==> src/rtl/counter_mon_pkg.sv <==
// Shared types and helpers for the counter monitor.
// Contents:
//   mon_state_e    - monitor lock state
//   next_expected  - value the counter must show next, given last value/enable
package counter_mon_pkg;

  localparam int unsigned MON_VAL_MAX_W = 32;

  typedef enum logic [1:0] {
    UNLOCKED = 2'd0,
    LOCKED   = 2'd1,
    FAULT    = 2'd2
  } mon_state_e;

  // Caller truncates the result to its own width, which gives the modulo wrap.
  function automatic logic [MON_VAL_MAX_W-1:0] next_expected(
    input logic [MON_VAL_MAX_W-1:0] val,
    input logic                     en
  );
    return en ? (val + MON_VAL_MAX_W'(1)) : val;
  endfunction

endpackage

==> src/rtl/sat_counter.sv <==
// Saturating up-counter with synchronous clear.
// Ports:
//   clk, rst_n  - clock, synchronous active-low reset
//   clr_i       - clear to zero (wins over inc_i)
//   inc_i       - increment by one, holds at all-ones
//   count_o     - registered count
module sat_counter #(
  parameter int unsigned WIDTH = 8
) (
  input  logic             clk,
  input  logic             rst_n,
  input  logic             clr_i,
  input  logic             inc_i,
  output logic [WIDTH-1:0] count_o
);

  logic [WIDTH-1:0] count_q;
  logic [WIDTH-1:0] count_d;

  // Next count: clear, saturating increment, or hold.
  always_comb begin
    count_d = count_q;
    if (clr_i) begin
      count_d = '0;
    end else if (inc_i && !(&count_q)) begin
      count_d = count_q + WIDTH'(1);
    end
  end

  always_ff @(posedge clk) begin
    if (!rst_n) begin
      count_q <= '0;
    end else begin
      count_q <= count_d;
    end
  end

  assign count_o = count_q;

endmodule

==> src/rtl/counter_monitor.sv <==
// Passive checker for a counter interface: verifies that cnt_val follows
// the enable-driven counting rule and reports wraps, mismatches, lock status
// and saturating statistics. All outputs are registered.
// Optional feature macro: COUNTER_MON_ERRLOG_EN adds err_exp_log/err_obs_log,
// the expected/observed values of the first mismatch since reset/stat_clr.
// Ports:
//   clk, rst_n            - clock, synchronous active-low reset
//   cnt_en, cnt_val       - monitored counter enable and value
//   stat_clr              - clear statistics/sticky flag, return to UNLOCKED
//   locked                - state is LOCKED
//   wrap_pulse, err_pulse - one-cycle event pulses
//   err_sticky            - any mismatch since reset/stat_clr
//   wrap_cnt, err_cnt     - saturating event counts
module counter_monitor
  import counter_mon_pkg::*;
#(
  parameter int unsigned BIT_WIDTH     = 5,
  parameter int unsigned STAT_WIDTH    = 8,
  parameter int unsigned RELOCK_CYCLES = 4
) (
  input  logic                  clk,
  input  logic                  rst_n,
  input  logic                  cnt_en,
  input  logic [BIT_WIDTH-1:0]  cnt_val,
  input  logic                  stat_clr,
  output logic                  locked,
  output logic                  wrap_pulse,
  output logic                  err_pulse,
  output logic                  err_sticky,
  output logic [STAT_WIDTH-1:0] wrap_cnt,
  output logic [STAT_WIDTH-1:0] err_cnt
`ifdef COUNTER_MON_ERRLOG_EN
  ,
  output logic [BIT_WIDTH-1:0]  err_exp_log,
  output logic [BIT_WIDTH-1:0]  err_obs_log
`endif
);

  localparam int unsigned RUN_W = $clog2(RELOCK_CYCLES + 1);

  mon_state_e           state_q, state_d;
  logic [RUN_W-1:0]     run_q, run_d;
  logic [BIT_WIDTH-1:0] prev_val_q;
  logic                 prev_en_q;
  logic                 wrap_pulse_q, err_pulse_q, err_sticky_q;
  logic [BIT_WIDTH-1:0] expected;
  logic [RUN_W-1:0]     run_inc;
  logic                 cmp_en;
  logic                 mismatch;
  logic                 wrap;

  // Compare against the value implied by last cycle's sample.
  always_comb begin
    expected = BIT_WIDTH'(next_expected(MON_VAL_MAX_W'(prev_val_q), prev_en_q));
    cmp_en   = (state_q != UNLOCKED);
    mismatch = cmp_en && (cnt_val != expected);
    wrap     = cmp_en && !mismatch && prev_en_q && (&prev_val_q);
    run_inc  = run_q + RUN_W'(1);
  end

  // Lock state and relock run length.
  always_comb begin
    state_d = state_q;
    run_d   = run_q;
    case (state_q)
      UNLOCKED: begin
        state_d = LOCKED;
        run_d   = '0;
      end
      LOCKED: begin
        if (mismatch) begin
          state_d = FAULT;
          run_d   = '0;
        end
      end
      FAULT: begin
        if (mismatch) begin
          run_d = '0;
        end else if (run_inc == RUN_W'(RELOCK_CYCLES)) begin
          state_d = LOCKED;
          run_d   = '0;
        end else begin
          run_d = run_inc;
        end
      end
      default: begin
        state_d = UNLOCKED;
        run_d   = '0;
      end
    endcase
    if (stat_clr) begin
      state_d = UNLOCKED;
      run_d   = '0;
    end
  end

  // History is captured even on stat_clr so the monitor relocks one cycle later.
  always_ff @(posedge clk) begin
    if (!rst_n) begin
      state_q      <= UNLOCKED;
      run_q        <= '0;
      prev_val_q   <= '0;
      prev_en_q    <= 1'b0;
      wrap_pulse_q <= 1'b0;
      err_pulse_q  <= 1'b0;
      err_sticky_q <= 1'b0;
    end else begin
      state_q      <= state_d;
      run_q        <= run_d;
      prev_val_q   <= cnt_val;
      prev_en_q    <= cnt_en;
      wrap_pulse_q <= wrap && !stat_clr;
      err_pulse_q  <= mismatch && !stat_clr;
      err_sticky_q <= !stat_clr && (err_sticky_q || mismatch);
    end
  end

  sat_counter #(.WIDTH(STAT_WIDTH)) u_wrap_cnt (
    .clk     (clk),
    .rst_n   (rst_n),
    .clr_i   (stat_clr),
    .inc_i   (wrap),
    .count_o (wrap_cnt)
  );

  sat_counter #(.WIDTH(STAT_WIDTH)) u_err_cnt (
    .clk     (clk),
    .rst_n   (rst_n),
    .clr_i   (stat_clr),
    .inc_i   (mismatch),
    .count_o (err_cnt)
  );

`ifdef COUNTER_MON_ERRLOG_EN
  logic [BIT_WIDTH-1:0] err_exp_log_q, err_obs_log_q;

  // The sticky flag doubles as "first mismatch already logged".
  always_ff @(posedge clk) begin
    if (!rst_n) begin
      err_exp_log_q <= '0;
      err_obs_log_q <= '0;
    end else if (stat_clr) begin
      err_exp_log_q <= '0;
      err_obs_log_q <= '0;
    end else if (mismatch && !err_sticky_q) begin
      err_exp_log_q <= expected;
      err_obs_log_q <= cnt_val;
    end
  end

  assign err_exp_log = err_exp_log_q;
  assign err_obs_log = err_obs_log_q;
`endif

  assign locked     = (state_q == LOCKED);
  assign wrap_pulse = wrap_pulse_q;
  assign err_pulse  = err_pulse_q;
  assign err_sticky = err_sticky_q;

endmodule

==> config.mk <==
export PLATFORM = sky130hd
export DESIGN_NAME = counter_monitor
export DESIGN_NICKNAME = d
export VERILOG_FILES = /design/src/rtl/counter_mon_pkg.sv /design/src/rtl/sat_counter.sv /design/src/rtl/counter_monitor.sv
export SDC_FILE = /design/constraint.sdc
export NUM_CORES = 1
export LEC_CHECK = 0
export ABC_AREA = 1
export CORE_ASPECT_RATIO = 0.7
export CORE_UTILIZATION = 50
export DETAILED_ROUTE_END_ITERATION = 10
export PLACE_DENSITY_LB_ADDON = 0.1
export SLEW_MARGIN = 20
export SYNTH_ARGS = -nofsm -noshare
export SYNTH_HDL_FRONTEND = slang
export SYNTH_HIERARCHICAL = 1
export SYNTH_SLANG_ARGS = --single-unit
==> constraint.sdc <==
create_clock -name clk -period 3.77 [get_ports clk]
set_input_delay 0.754 -clock clk [delete_from_list [all_inputs] [get_ports clk]]
set_output_delay 0.754 -clock clk [all_outputs]
set_load 0.03 [all_outputs]
**After elaboration in Yosys (flattened, before gate mapping)**

Cells that the tools add are included.

- Logic and storage cells: 51
- Output and inout bits: 20
- Flip-flop bits (word level): 30

- Bitwise gates (word level): 1
- Add/sub/neg operators: 4
- Mux-type cells: 9
- Reduce and logical (&&, ||, !) cells: 21
- Equal/unequal tests: 7

Operator list:

| kind | count |
|---|---|
| $add A8 B1 Y8 const B | 2 |
| $reduce_and A8 Y1 | 2 |
| $logic_and A1 B1 Y1 | 9 |
| $mux W3 | 3 |
| $mux W2 | 3 |
| $pmux W2 S3 | 1 |
| $pmux W3 S2 | 1 |
| $add A5 B1 Y5 const B | 1 |
| $mux W5 | 1 |
| $ne A5 B5 Y1 | 1 |
| $reduce_and A5 Y1 | 1 |
| $logic_not A1 Y1 | 4 |
| $ne A2 B2 Y1 const B | 2 |
| $add A3 B1 Y3 const B | 1 |
| $eq A3 B3 Y1 const B | 1 |
| $reduce_and A3 Y1 | 1 |
| $eq A2 B1 Y1 const B | 1 |
| $eq A2 B2 Y1 const B | 1 |
| $logic_not A2 Y1 | 1 |
| $ne A2 B1 Y1 const B | 1 |
| $reduce_bool A2 Y1 | 1 |
| $reduce_or A2 Y1 | 1 |
| $logic_or A1 B1 Y1 | 1 |
| $not A1 Y1 | 1 |

**Longest topological paths before layout**

- Word-level depth: 9
- Mapped depth: 19

**By module**

Netlist, hierarchy kept.

By module, submodules not included:

| module | seq. area each (µm²) | area an instance (µm²) | cells each | instances |
|---|---|---|---|---|
| sat_counter | 160.2 | 490.5 | 72 | 2 |
| counter_monitor | 280.3 | 785.8 | 120 | 1 |

**Least setup slack after synthesis**

OpenSTA, ideal clock, no wires.

- Path type: register to register
- Start point: register prev_val_q[0]
- End point: register u_wrap_cnt.count_q[7], in the netlist u_wrap_cnt/count_o[7]
- Path slack: 1.682 ns
- Clock period less this slack: 2.088 ns
- Data arrival time: 2.024 ns
- Path buffers: 1
- Required time: 3.706 ns
- Stages on the path, launching flop included: 19
- Setup time: 0.064 ns
- Cell sequence: dfxtp_1 -> ha_1 -> nand2_1 -> nor2_1 -> ha_1 -> nand2_1 -> nand2_1 -> nand2_1 -> nand2_1 -> nor2_1 -> nand3_2 -> nor2_1 -> buf_4 -> nand2_1 -> nor2_4 -> nand3_1 -> nand2_1 -> inv_1 -> nor2_1

- Word-level cells in the longest chain between the ends: 9
- Elaborated cells between the ends (all ways): 10

RTL lines:

| item | RTL line | RTL |
|---|---|---|
| from (decl) | counter_monitor.sv:43 | `logic [BIT_WIDTH-1:0] prev_val_q;` |
| from (signal assigned) | counter_monitor.sv:110 | `prev_val_q <= cnt_val;` |
| $add A5 B1 Y5 | counter_mon_pkg.sv:20 | `return en ? (val + MON_VAL_MAX_W'(1)) : val;` |
| $mux W5 | counter_mon_pkg.sv:20 |  |
| $ne A5 B5 Y1 | counter_monitor.sv:56 | `mismatch = cmp_en && (cnt_val != expected);` |
| $logic_and A1 B1 Y1 | counter_monitor.sv:56 |  |
| $logic_not A1 Y1 | counter_monitor.sv:57 | `wrap = cmp_en && !mismatch && prev_en_q && (&prev_val_q);` |
| $logic_and A1 B1 Y1 (2 in series) | counter_monitor.sv:57 |  |
| $logic_and A1 B1 Y1 * | counter_monitor.sv:57 |  |
| named net wrap | counter_monitor.sv:50 | `logic wrap;` |
| $logic_and A1 B1 Y1 * | sat_counter.sv:25 | `end else if (inc_i && !(&count_q)) begin` |
| to (signal assigned) | sat_counter.sv:34 | `count_q <= count_d;` |
| to (decl) | sat_counter.sv:17 | `logic [WIDTH-1:0] count_q;` |

The timed path passes the listed nets; every way through them passes the cells marked *.
A chain may end at the register's enable or synchronous reset.

**Final worst setup path**

- Start point: input cnt_val[2]
- End point: register u_wrap_cnt.count_q[7], in the netlist u_wrap_cnt/count_o[7]

- Word-level cells in the longest chain between the ends: 7

RTL lines:

| item | RTL line | RTL |
|---|---|---|
| from (decl) | counter_monitor.sv:24 | `input logic [BIT_WIDTH-1:0] cnt_val,` |
| $ne A5 B5 Y1 | counter_monitor.sv:56 |  |
| $logic_and A1 B1 Y1 | counter_monitor.sv:56 |  |
| $logic_not A1 Y1 | counter_monitor.sv:57 |  |
| $logic_and A1 B1 Y1 (3 in series) | counter_monitor.sv:57 |  |
| named net wrap | counter_monitor.sv:50 |  |
| $logic_and A1 B1 Y1 | sat_counter.sv:25 |  |

The timed path passes the listed nets, and every way through them passes these cells.

==> flow_summary.yaml <==
run_status:
  status: "finished, final reports clean"
worst_setup_path:
  cp-end-kind: "flip-flop"
  reg2regPathDepth: 17
  r2r_start: "prev_val_q[1]"
  r2r_end: "u_wrap_cnt/count_o[7]"
  critPathRequiredTime_ps: 3990
  arrival_ps: 2820
  r2r_setup_slack_ps: 1210
  crit_fanout: 9
  critPathLaunchType: "input pin"
  path_class: "in -> reg"
timing:
  period_share_pct: 69.0
  clock_skew_ps: 7.54
  hold_viol: 0
  max_slew_margin_pct: 65.2
  post-route-min-period_ps: 2600
  rsz0062_at_grt: "no"
  fin_tns_setup_ps: 0
  slew_viol_final: 0
  finalSetupViolCount: 0
  tightest_slew_ps: 521
  max_freq_ghz: 0.385
clock_tree:
  clk_transition_reported_paths_ps: 70
  hold_buffers: 0
  post_cts_resized: 0
  clock_path_buffers: 2
  clock-root-buffer: "clkbuf_8"
  cts_buffers: 5
  clock-sinks: 30
  cts_tree: "built"
  htree_levels: 2
  clk_latency_ps: 280
  cts_setup_buffers: 0
global_route:
  track_usage_pct: 20.4
  grt_pass1_vias: 1323
  grt_max_degree: 11
  grt_overflow: 0
  antenna_found_initial: 0
  grt_pass1_wl_um: 5820
detailed_routing:
  drc_errors: 0
  dr_total_vias: 1583
  routed_wl_um: 3220
  wl_per_cell_um: 9.36
  final_antenna_net_count: 0
  firstDrtPassIters: 4
  viasPerCell: 4.60
  drt_iter0_markers: 63
floorplanning:
  die_w_um: 73.0
  ioPinCount: 29
  die_h_um: 51.7
  dieArea_um2: 3780
  rows: 17
  start_util_pct: 54.3
  fp.coreArea_um2: 3250
cells_and_area:
  area_growth_pct: 25.8
  drive_gt1_share_pct: 11.1
  final_core_util_pct: 68.3
  mostFrequentLayoutCells: "nand2_1, inv_1, nor2_1"
  antenna_cells: 0
  layout.nets: 312
  nFillCells: 298
  final_common_cell: "nand2_1"
job:
  maxCapViolCount: 0
logic_synthesis:
  synth_cell_types: 26
  ys_seq_area_share_pct: 34.0
  synth.net_count: 280
  synth_cells: 264
  yosysWarningCount: 6
  ys_ff_latch: 30
  syn-cell-area_um2: 1770
  synth.avg_cell_area_um2: 6.69
power:
  p_int_uw: 637
  combPwrFrac_pct: 9.5
  p_per_area_nw_per_um2: 365
  power_frac_seq_pct: 40.9
  clkPwrFrac_pct: 49.7
  leakagePower_uw: 0.00100
  p_switching_uw: 173
  swShare_pct: 21.4
  power.total_uw: 810
  peakVddDrop_mv: 0.296
placed_design:
  dp_hpwl_um: 2420
  place.gp.congestion: 0.798
  port_buffers: 28
worst_hold_path:
  hold_path_class: "reg -> reg"
  min_from: "err_sticky"
  hold_end: "err_sticky"
  holdPathStages: 2
[power by group through the flow]
stage                     Sequential [uW]  Clock [uW]  Combinational, uW
after floorplan                       340           0               50.2
after global placement                338           0               75.5
after detailed placement              338           0               76.9
after CTS                             331         415               77.2
after global routing                  332         435               87.8
final                                 331         402               76.8
[state kept, by name, indices dropped and copies added (netlist names)]
register,count
err_pulse,1
err_sticky,1
prev_en_q,1
prev_val_q,5
run_q,3
state_q,2
u_err_cnt/count_o,8
u_wrap_cnt/count_o,8
wrap_pulse,1
[per-stage QoR]
stage	instances	hold slack, ps	area (um^2)	setup slack, ps
after floorplan	264	504	1770	1680
after global placement	336	455	2080	971
after detailed placement	336	459	2080	894
after CTS	344	478	2220	1190
after global routing	344	508	2220	905
final	344	474	2220	1170
[cells by family after synthesis]
group	Yosys count	share of synthesized area, %
simple gates	153	42.4
buf+inv	53	12.3
flops	30	34.0
compound gates	19	5.38
fa+ha+maj	7	4.96
xor+xnor	2	0.992
[area by class of cell]
class,count,area (um^2),area share (%)
Inverter,50,190,8.56
Multi-Input combinational cell,181,950,42.7
Timing Repair Buffer,28,280,12.6
Clock inverter,2,60.1,2.70
Tap cell,47,58.8,2.65
Sequential cell,30,601,27.0
Clock buffer,6,82.6,3.72
[cells in the mapped netlist, drive strengths merged]
master,instances,area [um^2]
or2,2,12.5
o21ai,3,15.0
nand3,23,120
a21oi,16,80.1
nand2,79,329
nor2,41,236
buf,3,26.3
clkinv,2,7.51
xor2,1,8.76
nand3b,2,15.0
dfxtp,30,601
nand4,5,31.3
ha,7,87.6
nor3,1,5.00
inv,48,183
xnor2,1,8.76
[worst max-delay path by stage]
stage	start	end	slack (ps)	cells past startpoint
5_1_grt	cnt_val[2]	u_wrap_cnt/count_o[7]	900	15
2_1_floorplan	prev_val_q[0]	u_wrap_cnt/count_o[7]	1680	18
4_1_cts	cnt_val[2]	u_wrap_cnt/count_o[7]	1190	15
3_5_place_dp	cnt_val[2]	u_wrap_cnt/count_o[7]	890	15
6_report	cnt_val[2]	u_wrap_cnt/count_o[7]	1170	15
3_3_place_gp	cnt_val[2]	u_wrap_cnt/count_o[7]	970	15
[worst max-delay path: stages]
cell and delay [ps]:
clkdlybuf4s50_1 490, inv_1 50, nand2_1 70, nand2_1 50
nand2_1 50, nand2_1 50, nor2_1 100, nand3_2 150
nor2_1 450, nand2_1 190, nor2_4 160, nand3_1 80
nand2_1 60, inv_1 30, nor2_1 80
[metal layers]
layer / up-vias / wire, um / track usage [%] / part of all wire (%)
met5: - / 0 / 0 / 0
met4: 0 / 0 / 3.92 / 0
met3: 0 / 159 / 8.33 / 4.9
met2: 32 / 1340 / 29.6 / 42
met1: 674 / 1720 / 28.2 / 53
li1: 877 / - / - / -
Note: power is estimated with default switching activity, not from simulation.
